`src/rtl/bananachine_pkg.sv`:
```
// Shared encodings for the Bananachine control path: FSM states, opcode and
// extension fields, ALU control words, condition codes and PSR bit positions.
package bananachine_pkg;

  typedef enum logic [2:0] {INIT, FETCH, DECODE, EXEC, MEM, WB} state_t;

  // Primary opcodes, IR[15:12]
  localparam logic [3:0] OP_REG     = 4'b0000;
  localparam logic [3:0] OP_ANDI    = 4'b0001;
  localparam logic [3:0] OP_ORI     = 4'b0010;
  localparam logic [3:0] OP_XORI    = 4'b0011;
  localparam logic [3:0] OP_SPECIAL = 4'b0100;
  localparam logic [3:0] OP_ADDI    = 4'b0101;
  localparam logic [3:0] OP_ADDUI   = 4'b0110;
  localparam logic [3:0] OP_SHIFT   = 4'b1000;
  localparam logic [3:0] OP_SUBI    = 4'b1001;
  localparam logic [3:0] OP_CMPI    = 4'b1011;
  localparam logic [3:0] OP_BCOND   = 4'b1100;
  localparam logic [3:0] OP_MOVI    = 4'b1101;
  localparam logic [3:0] OP_LUI     = 4'b1111;

  // Extension codes, IR[7:4]
  localparam logic [3:0] EXT_ADD   = 4'b0101;
  localparam logic [3:0] EXT_SUB   = 4'b1001;
  localparam logic [3:0] EXT_CMP   = 4'b1011;
  localparam logic [3:0] EXT_LOAD  = 4'b0000;
  localparam logic [3:0] EXT_STOR  = 4'b0100;
  localparam logic [3:0] EXT_JAL   = 4'b1000;
  localparam logic [3:0] EXT_JCOND = 4'b1100;
  localparam logic [3:0] EXT_LSH   = 4'b0100;

  // ALU control words: [5:4] category, [3:0] function
  localparam logic [1:0] CAT_ALU  = 2'b00;
  localparam logic [5:0] ALU_LSH  = 6'b100101;
  localparam logic [5:0] ALU_LSHI = 6'b100000;
  localparam logic [5:0] ALU_LUI  = 6'b111111;

  localparam logic [1:0] WB_ALU = 2'b00;
  localparam logic [1:0] WB_MEM = 2'b01;
  localparam logic [1:0] WB_PC  = 2'b10;

  localparam logic [1:0] PC_INC  = 2'b00;
  localparam logic [1:0] PC_DISP = 2'b01;
  localparam logic [1:0] PC_REG  = 2'b10;

  // Condition codes, carried in the rd field
  localparam logic [3:0] CC_EQ = 4'b0000;
  localparam logic [3:0] CC_NE = 4'b0001;
  localparam logic [3:0] CC_CS = 4'b0010;
  localparam logic [3:0] CC_CC = 4'b0011;
  localparam logic [3:0] CC_HI = 4'b0100;
  localparam logic [3:0] CC_LS = 4'b0101;
  localparam logic [3:0] CC_GT = 4'b0110;
  localparam logic [3:0] CC_LE = 4'b0111;
  localparam logic [3:0] CC_FS = 4'b1000;
  localparam logic [3:0] CC_FC = 4'b1001;
  localparam logic [3:0] CC_LO = 4'b1010;
  localparam logic [3:0] CC_HS = 4'b1011;
  localparam logic [3:0] CC_LT = 4'b1100;
  localparam logic [3:0] CC_GE = 4'b1101;
  localparam logic [3:0] CC_UC = 4'b1110;
  localparam logic [3:0] CC_NV = 4'b1111;

  localparam int PSR_C = 0;
  localparam int PSR_L = 2;
  localparam int PSR_F = 5;
  localparam int PSR_Z = 6;
  localparam int PSR_N = 7;

  // Everything the EXEC state drives, decoded from IR ahead of time
  typedef struct packed {
    logic [5:0] alu_cont;
    logic       imm_sel;
    logic       sign_ext;
    logic       rf_we;
    logic [1:0] wb_sel;
    logic       psr_we;
    logic [1:0] pc_src;
    logic       mem_op;
    logic       store;
    logic       illegal;
  } exec_ctrl_t;

  function automatic logic is_imm_op(input logic [3:0] op);
    return op inside {OP_ANDI, OP_ORI, OP_XORI, OP_ADDI, OP_ADDUI,
                      OP_SUBI, OP_CMPI, OP_MOVI};
  endfunction

  // Logical immediates take a zero-extended operand
  function automatic logic is_logic_imm(input logic [3:0] op);
    return op inside {OP_ANDI, OP_ORI, OP_XORI};
  endfunction

endpackage

```
`src/rtl/bcond_eval.sv`:
```
// Branch/jump condition evaluator: maps a 4-bit condition code and the PSR
// flag word to a taken decision. Shared by Bcond and Jcond.
module bcond_eval
  import bananachine_pkg::*;
#(
  parameter int WIDTH = 16
) (
  input  logic [3:0]       cond,
  input  logic [WIDTH-1:0] psr_flags,
  output logic             taken
);

  logic c, l, f, z, n;
  logic unused_flags;

  assign c = psr_flags[PSR_C];
  assign l = psr_flags[PSR_L];
  assign f = psr_flags[PSR_F];
  assign z = psr_flags[PSR_Z];
  assign n = psr_flags[PSR_N];
  assign unused_flags = ^{psr_flags[WIDTH-1:8], psr_flags[4:3], psr_flags[1]};

  // NOTE: every always_comb output gets a default before the case so no
  // path can leave it unassigned and infer a latch.
  always_comb begin
    taken = 1'b0;
    case (cond)
      CC_EQ: taken = z;
      CC_NE: taken = !z;
      CC_CS: taken = c;
      CC_CC: taken = !c;
      CC_HI: taken = l;
      CC_LS: taken = !l;
      CC_GT: taken = n;
      CC_LE: taken = !n;
      CC_FS: taken = f;
      CC_FC: taken = !f;
      CC_LO: taken = !l && !z;
      CC_HS: taken = l || z;
      CC_LT: taken = !n && !z;
      CC_GE: taken = n || z;
      CC_UC: taken = 1'b1;
      CC_NV: taken = 1'b0;
      default: taken = 1'b0;
    endcase
  end

endmodule

```
`src/rtl/ctrl_decoder.sv`:
```
// Multi-cycle control FSM and instruction decoder for the Bananachine core.
// Define CTRL_JUMP_EN to decode Jcond/JAL; otherwise they trap as illegal NOPs.
module ctrl_decoder
  import bananachine_pkg::*;
#(
  parameter int WIDTH         = 16,
  parameter int ALU_CONT_BITS = 6
) (
  input  logic                     clk,
  input  logic                     reset,
  input  logic [WIDTH-1:0]         instr,
  input  logic                     mem_ack,
  input  logic [WIDTH-1:0]         psr_flags,
  output logic                     mem_req,
  output logic                     mem_we,
  output logic                     addr_sel,
  output logic                     ir_load,
  output logic [ALU_CONT_BITS-1:0] alu_cont,
  output logic                     imm_sel,
  output logic                     sign_ext,
  output logic                     rf_we,
  output logic [1:0]               wb_sel,
  output logic                     psr_we,
  output logic                     pc_en,
  output logic [1:0]               pc_src,
  output logic                     illegal
);

  state_t           state, state_next;
  logic [WIDTH-1:0] ir;
  logic [3:0]       op, rd, ext;
  logic             taken;
  exec_ctrl_t       dec;
  logic             unused_ir;

  assign op        = ir[15:12];
  assign rd        = ir[11:8];
  assign ext       = ir[7:4];
  assign unused_ir = ^ir[3:0];

  bcond_eval #(.WIDTH(WIDTH)) u_bcond (
    .cond      (rd),
    .psr_flags (psr_flags),
    .taken     (taken)
  );

  // NOTE: sequential state uses non-blocking assignments so every register
  // samples pre-edge values regardless of statement order.
  always_ff @(posedge clk or negedge reset) begin
    if (!reset) begin
      state <= INIT;
      ir    <= '0;
    end else begin
      state <= state_next;
      if (ir_load) ir <= instr;
    end
  end

  // Instruction decode: what EXEC would drive for the instruction in IR
  always_comb begin
    dec = '0;
    case (op)
      OP_REG: begin
        dec.alu_cont = {CAT_ALU, ext};
        dec.rf_we    = (ext != EXT_CMP);
        dec.psr_we   = ext inside {EXT_ADD, EXT_SUB, EXT_CMP};
      end
      OP_ANDI, OP_ORI, OP_XORI, OP_ADDI, OP_ADDUI, OP_SUBI, OP_CMPI, OP_MOVI: begin
        dec.alu_cont = {CAT_ALU, op};
        dec.imm_sel  = 1'b1;
        dec.sign_ext = !is_logic_imm(op);
        dec.rf_we    = (op != OP_CMPI);
        dec.psr_we   = op inside {OP_ADDI, OP_SUBI, OP_CMPI};
      end
      OP_SHIFT: begin
        if (ext == EXT_LSH) begin
          dec.alu_cont = ALU_LSH;
          dec.rf_we    = 1'b1;
        end else if (ext[3:1] == 3'b000) begin
          // LSHI: the low ext bit is part of the shift immediate
          dec.alu_cont = ALU_LSHI;
          dec.imm_sel  = 1'b1;
          dec.sign_ext = 1'b1;
          dec.rf_we    = 1'b1;
        end else begin
          dec.illegal = 1'b1;
        end
      end
      OP_LUI: begin
        dec.alu_cont = ALU_LUI;
        dec.imm_sel  = 1'b1;
        dec.rf_we    = 1'b1;
      end
      OP_BCOND: dec.pc_src = taken ? PC_DISP : PC_INC;
      OP_SPECIAL: begin
        case (ext)
          EXT_LOAD: dec.mem_op = 1'b1;
          EXT_STOR: begin
            dec.mem_op = 1'b1;
            dec.store  = 1'b1;
          end
`ifdef CTRL_JUMP_EN
          EXT_JCOND: dec.pc_src = taken ? PC_REG : PC_INC;
          EXT_JAL: begin
            dec.rf_we  = 1'b1;
            dec.wb_sel = WB_PC;
            dec.pc_src = PC_REG;
          end
`endif
          default: dec.illegal = 1'b1;
        endcase
      end
      default: dec.illegal = 1'b1;
    endcase
  end

  // FSM next state and outputs
  always_comb begin
    state_next = state;
    mem_req    = 1'b0;
    mem_we     = 1'b0;
    addr_sel   = 1'b0;
    ir_load    = 1'b0;
    alu_cont   = '0;
    imm_sel    = 1'b0;
    sign_ext   = 1'b0;
    rf_we      = 1'b0;
    wb_sel     = WB_ALU;
    psr_we     = 1'b0;
    pc_en      = 1'b0;
    pc_src     = PC_INC;
    illegal    = 1'b0;
    case (state)
      INIT: state_next = FETCH;
      FETCH: begin
        mem_req = 1'b1;
        if (mem_ack) begin
          ir_load    = 1'b1;
          state_next = DECODE;
        end
      end
      DECODE: state_next = EXEC;
      EXEC: begin
        if (dec.mem_op) begin
          state_next = MEM;
        end else begin
          alu_cont   = dec.alu_cont;
          imm_sel    = dec.imm_sel;
          sign_ext   = dec.sign_ext;
          rf_we      = dec.rf_we;
          wb_sel     = dec.wb_sel;
          psr_we     = dec.psr_we;
          pc_src     = dec.pc_src;
          illegal    = dec.illegal;
          pc_en      = 1'b1;
          state_next = FETCH;
        end
      end
      MEM: begin
        mem_req  = 1'b1;
        addr_sel = 1'b1;
        mem_we   = dec.store;
        if (mem_ack) begin
          if (dec.store) begin
            pc_en      = 1'b1;
            state_next = FETCH;
          end else begin
            state_next = WB;
          end
        end
      end
      WB: begin
        rf_we      = 1'b1;
        wb_sel     = WB_MEM;
        pc_en      = 1'b1;
        state_next = FETCH;
      end
      default: state_next = INIT;
    endcase
  end

endmodule

```
`config.mk`:
```
export PLATFORM = sky130hd
export DESIGN_NAME = ctrl_decoder
export DESIGN_NICKNAME = d
export VERILOG_FILES = /design/src/rtl/bananachine_pkg.sv /design/src/rtl/bcond_eval.sv /design/src/rtl/ctrl_decoder.sv
export SDC_FILE = /design/constraint.sdc
export NUM_CORES = 1
export LEC_CHECK = 0
export ABC_AREA = 1
export CORE_ASPECT_RATIO = 1.2
export CORE_MARGIN = 1.5
export CORE_UTILIZATION = 32
export CTS_BUF_LIST = sky130_fd_sc_hd__clkbuf_8
export CTS_CLUSTER_DIAMETER = 200
export DETAILED_ROUTE_END_ITERATION = 8
export DONT_BUFFER_PORTS = 1
export PLACE_DENSITY = 0.5
export SLEW_MARGIN = 15
export SYNTH_ARGS = -nofsm -noshare
export SYNTH_HDL_FRONTEND = slang
export SYNTH_HIERARCHICAL = 1
export SYNTH_SLANG_ARGS = --single-unit
```
`constraint.sdc`:
```
create_clock -name clk -period 1.4 [get_ports clk]
set_clock_uncertainty 0.05 [all_clocks]
set_input_delay 0.28 -clock clk [delete_from_list [all_inputs] [get_ports clk]]
set_output_delay 0.28 -clock clk [all_outputs]
set_load 0.01 [all_outputs]
```
==> flow_metrics.env, run 1 <==
export IMPL_start_util_pct=33.6
export IMPL_final_area_um2=2150
export IMPL_rsz0062_at_grt="yes"
export IMPL_wl_per_cell_um=13.3
export IMPL_power_density_nw_per_um2=2290
export IMPL_min_path_type="in -> reg"
export IMPL_violations="setup timing"
export IMPL_synth_commonest_cells="nand2_1 (76), nor2_1 (21), inv_1 (20)"
export IMPL_slew_viol_final=0
export IMPL_timing_rr_end="state[0]$_DFFE_PN0P_"
export IMPL_placedCellCount=299
export IMPL_num_rows=24
export IMPL_tightest_slew_ns=0.671
export IMPL_dp_hpwl_mm=2.86
export IMPL_vias=1576
export IMPL_cts_made_buffers=3
export IMPL_cp_max_fo=7
export IMPL_min_delay_path_depth=1
export IMPL_track_usage_pct=19.8
export IMPL_reg2regPathDepth=8
export IMPL_h_tree_depth=1
export IMPL_fin_cells=320
export IMPL_setup_viol=20
export IMPL_worstHoldStart="mem_ack"
export IMPL_fin_nets=304
export IMPL_num_fill_cells=349
export IMPL_fin_crit_sh_pct=146
export IMPL_synth_top_area_cell="dfrtp_1"
export IMPL_async_flop_share_pct=100
export IMPL_clockBufferDepth=2
export IMPL_layout_drive_gt1_share_pct=51.1
export IMPL_leakagePower_uw=0.00106
export IMPL_slew_headroom_pct=55.1
export IMPL_whs_endpoint="state[0]$_DFFE_PN0P_"
export IMPL_pin_count=55
export IMPL_syn_to_final_growth_pct=74.2
export IMPL_cts_sinks=15
export IMPL_synth_area_um2=1230
export IMPL_drt_wl_total_mm=4.27
export IMPL_drc=0
export IMPL_r2r_slack_ns=-0.18
export IMPL_worstPathRequired_ns=1.07
export IMPL_fin_tns_setup_ns=-7.61
export IMPL_syn_area_per_cell_um2=6.01
export IMPL_min_period_ns=2.04
export IMPL_synth_seq_area_share_pct=30.5
export IMPL_yosys_top_cells_area="dfrtp_1 (30%), nand2_1 (23%), nand3_1 (6.9%)"
export IMPL_holdWs_ns=0.0498
export IMPL_worstSetupPathType="reg -> out"
export IMPL_fin_ws_ns=-0.640
export IMPL_reg2reg_from="ir[13]$_DFFE_PN0P_"
export IMPL_portBuffers=0
export IMPL_core_area_um2=3660
export IMPL_hold_viol_final=0
export IMPL_diodes=0
export IMPL_grt_overflow=0
export IMPL_ant_nets=0
export IMPL_yosysMostFrequentCell="nand2_1"
export IMPL_clock_latency_ns=0.26
export IMPL_synth_ff_latch_count=15
export IMPL_cap_viol_max_count=0
export IMPL_fmax_ghz=0.490
export IMPL_cp_start_kind="flip-flop"
export IMPL_grt_max_degree=16
export IMPL_synth_top_area_share_pct=30.5
export IMPL_cts_tree="yes"
export IMPL_place_gp_congestion=0.891
export IMPL_dr_pass1_iters=4
export IMPL_grt_pass1_vias=1551
export IMPL_worstSetupEndpointType="output pin"
export IMPL_clk_pin_slew_ns=0.07
export IMPL_crit_arrival_ns=1.71
export IMPL_synth_main_ff_cell="dfrtp_1"
export IMPL_synth_edf_count=0
export IMPL_synth_distinct_cells=26
export IMPL_die_h_um=71.0
export IMPL_drtIter0Drc=108
export IMPL_outcome="finished, violations left"
export IMPL_grt_pass1_wl_mm=6.60
export IMPL_dieWidth_um=59.7
export IMPL_antenna_found_initial=0
export IMPL_clock_root_buffer="clkbuf_8"
export IMPL_die_area_um2=4230
export IMPL_ir_worst_vdd_mv=1.28
export IMPL_syn_inst=205
export IMPL_yosys_warnings=6
export IMPL_via_per_inst=4.93
export IMPL_dpl_cell_area_um2=1640
## state kept, by name, indices dropped and copies added, names as in the netlist
signal	count
ir	12
state	3
## cell type report
class | instances | area, um2 | share of cell area [%]
inverters | 26 | 113 | 5.24
clock buffers | 3 | 41.3 | 1.92
flip-flops and latches | 15 | 384 | 17.9
repair inverters | 2 | 10.0 | 0.466
clock inverters | 1 | 3.75 | 0.175
multi-input cells | 160 | 1020 | 47.4
repair buffers | 61 | 513 | 23.9
well taps | 52 | 65.1 | 3.03
## timing repair
action | CTS | global route
setup buffers | 7 | 10
pin swaps | 7 | 15
setup endpoints to repair | 20 | 26
hold endpoints to repair | 15 | 0
gates cloned | 2 | 0
gates resized for setup | 47 | 52
hold buffers | 1 | 0
## kinds of logic (layout without fill, tap and decap cells)
group / count (synthesis) / after routing / synth area share (%)
AOI/OAI and AO/OA: 23 / 23 / 10.3
and+or+nand+nor: 135 / 135 / 48.7
buffers and inverters: 31 / 93 / 10.3
DFF: 15 / 15 / 30.5
other: 1 / 2 / 0.304
## how the worst max path moves through the flow
stage,from,endpoint,slack [ns],depth (start not counted)
floorplan,ir[13]$_DFFE_PN0P_,rf_we,-0.10,9
global placement,ir[11]$_DFFE_PN0P_,pc_src[0],-0.24,9
detailed placement,ir[8]$_DFFE_PN0P_,pc_src[0],-0.26,10
CTS,ir[13]$_DFFE_PN0P_,rf_we,-0.50,9
global route,ir[13]$_DFFE_PN0P_,rf_we,-0.73,9
finish,ir[13]$_DFFE_PN0P_,rf_we,-0.64,9
## report_power, final
part,total [uW],internal [uW],switching (uW),leakage (uW)
logic,3570,1660,1920,0.000857
clock network,370,195,174,0.0000269
registers,968,652,317,0.000178
## worst max-delay path, stage by stage, from the launching register on
cell,delay (ns)
dfrtp_2,0.47
nor2_4,0.20
nand2_2,0.10
nor2_4,0.12
nand4_1,0.18
nand2_2,0.14
nor2_2,0.05
nand2_1,0.06
nand2_1,0.06
nand2_2,0.08
## per-layer routing
layer | GRT usage [%] | up-vias | part of all wire [%]
li1 | - | 781 | -
met1 | 21.4 | 738 | 38
met5 | 0 | - | 0
met2 | 37.6 | 46 | 55
met3 | 2.74 | 11 | 4.3
met4 | 6.91 | 0 | 2.6
## through the flow
step	power, uW	util, %	setup WS, ns
global route	5270	58.6	-0.730
floorplan	2250	-	-0.101
CTS	4120	52.0	-0.497
detailed placement	3340	44.9	-0.258
global placement	3280	44.9	-0.237
finish	4910	58.6	-0.640
## cell usage in the layout (no fill, tap or decap), types with 2 or more instances in the layout
cell type / instances
nor2_1: 10
nand3_2: 3
a31oi_4: 2
nor2_4: 10
inv_1: 14
inv_4: 3
buf_4: 46
nor2_2: 6
a31oi_1: 2
a21oi_4: 2
clkbuf_8: 3
nand2_2: 11
o21ai_0: 6
nand4_1: 3
dfrtp_2: 7
conb_1: 2
nand2_4: 6
dfrtp_1: 8
nand3_4: 3
nand2_1: 63
nand3_1: 13
nor3_2: 2
o21ai_1: 4
inv_6: 2
inv_2: 10
nor3_4: 2
buf_6: 14
a21oi_1: 4
(Power assumes the default switching activity.)
==> run 2, diff against run 1 <==
- CTS_CLUSTER_DIAMETER: 200 -> unset
==> results of run 2 <==
Same layout as run 1: the final DEF is identical, and so are final timing and power.
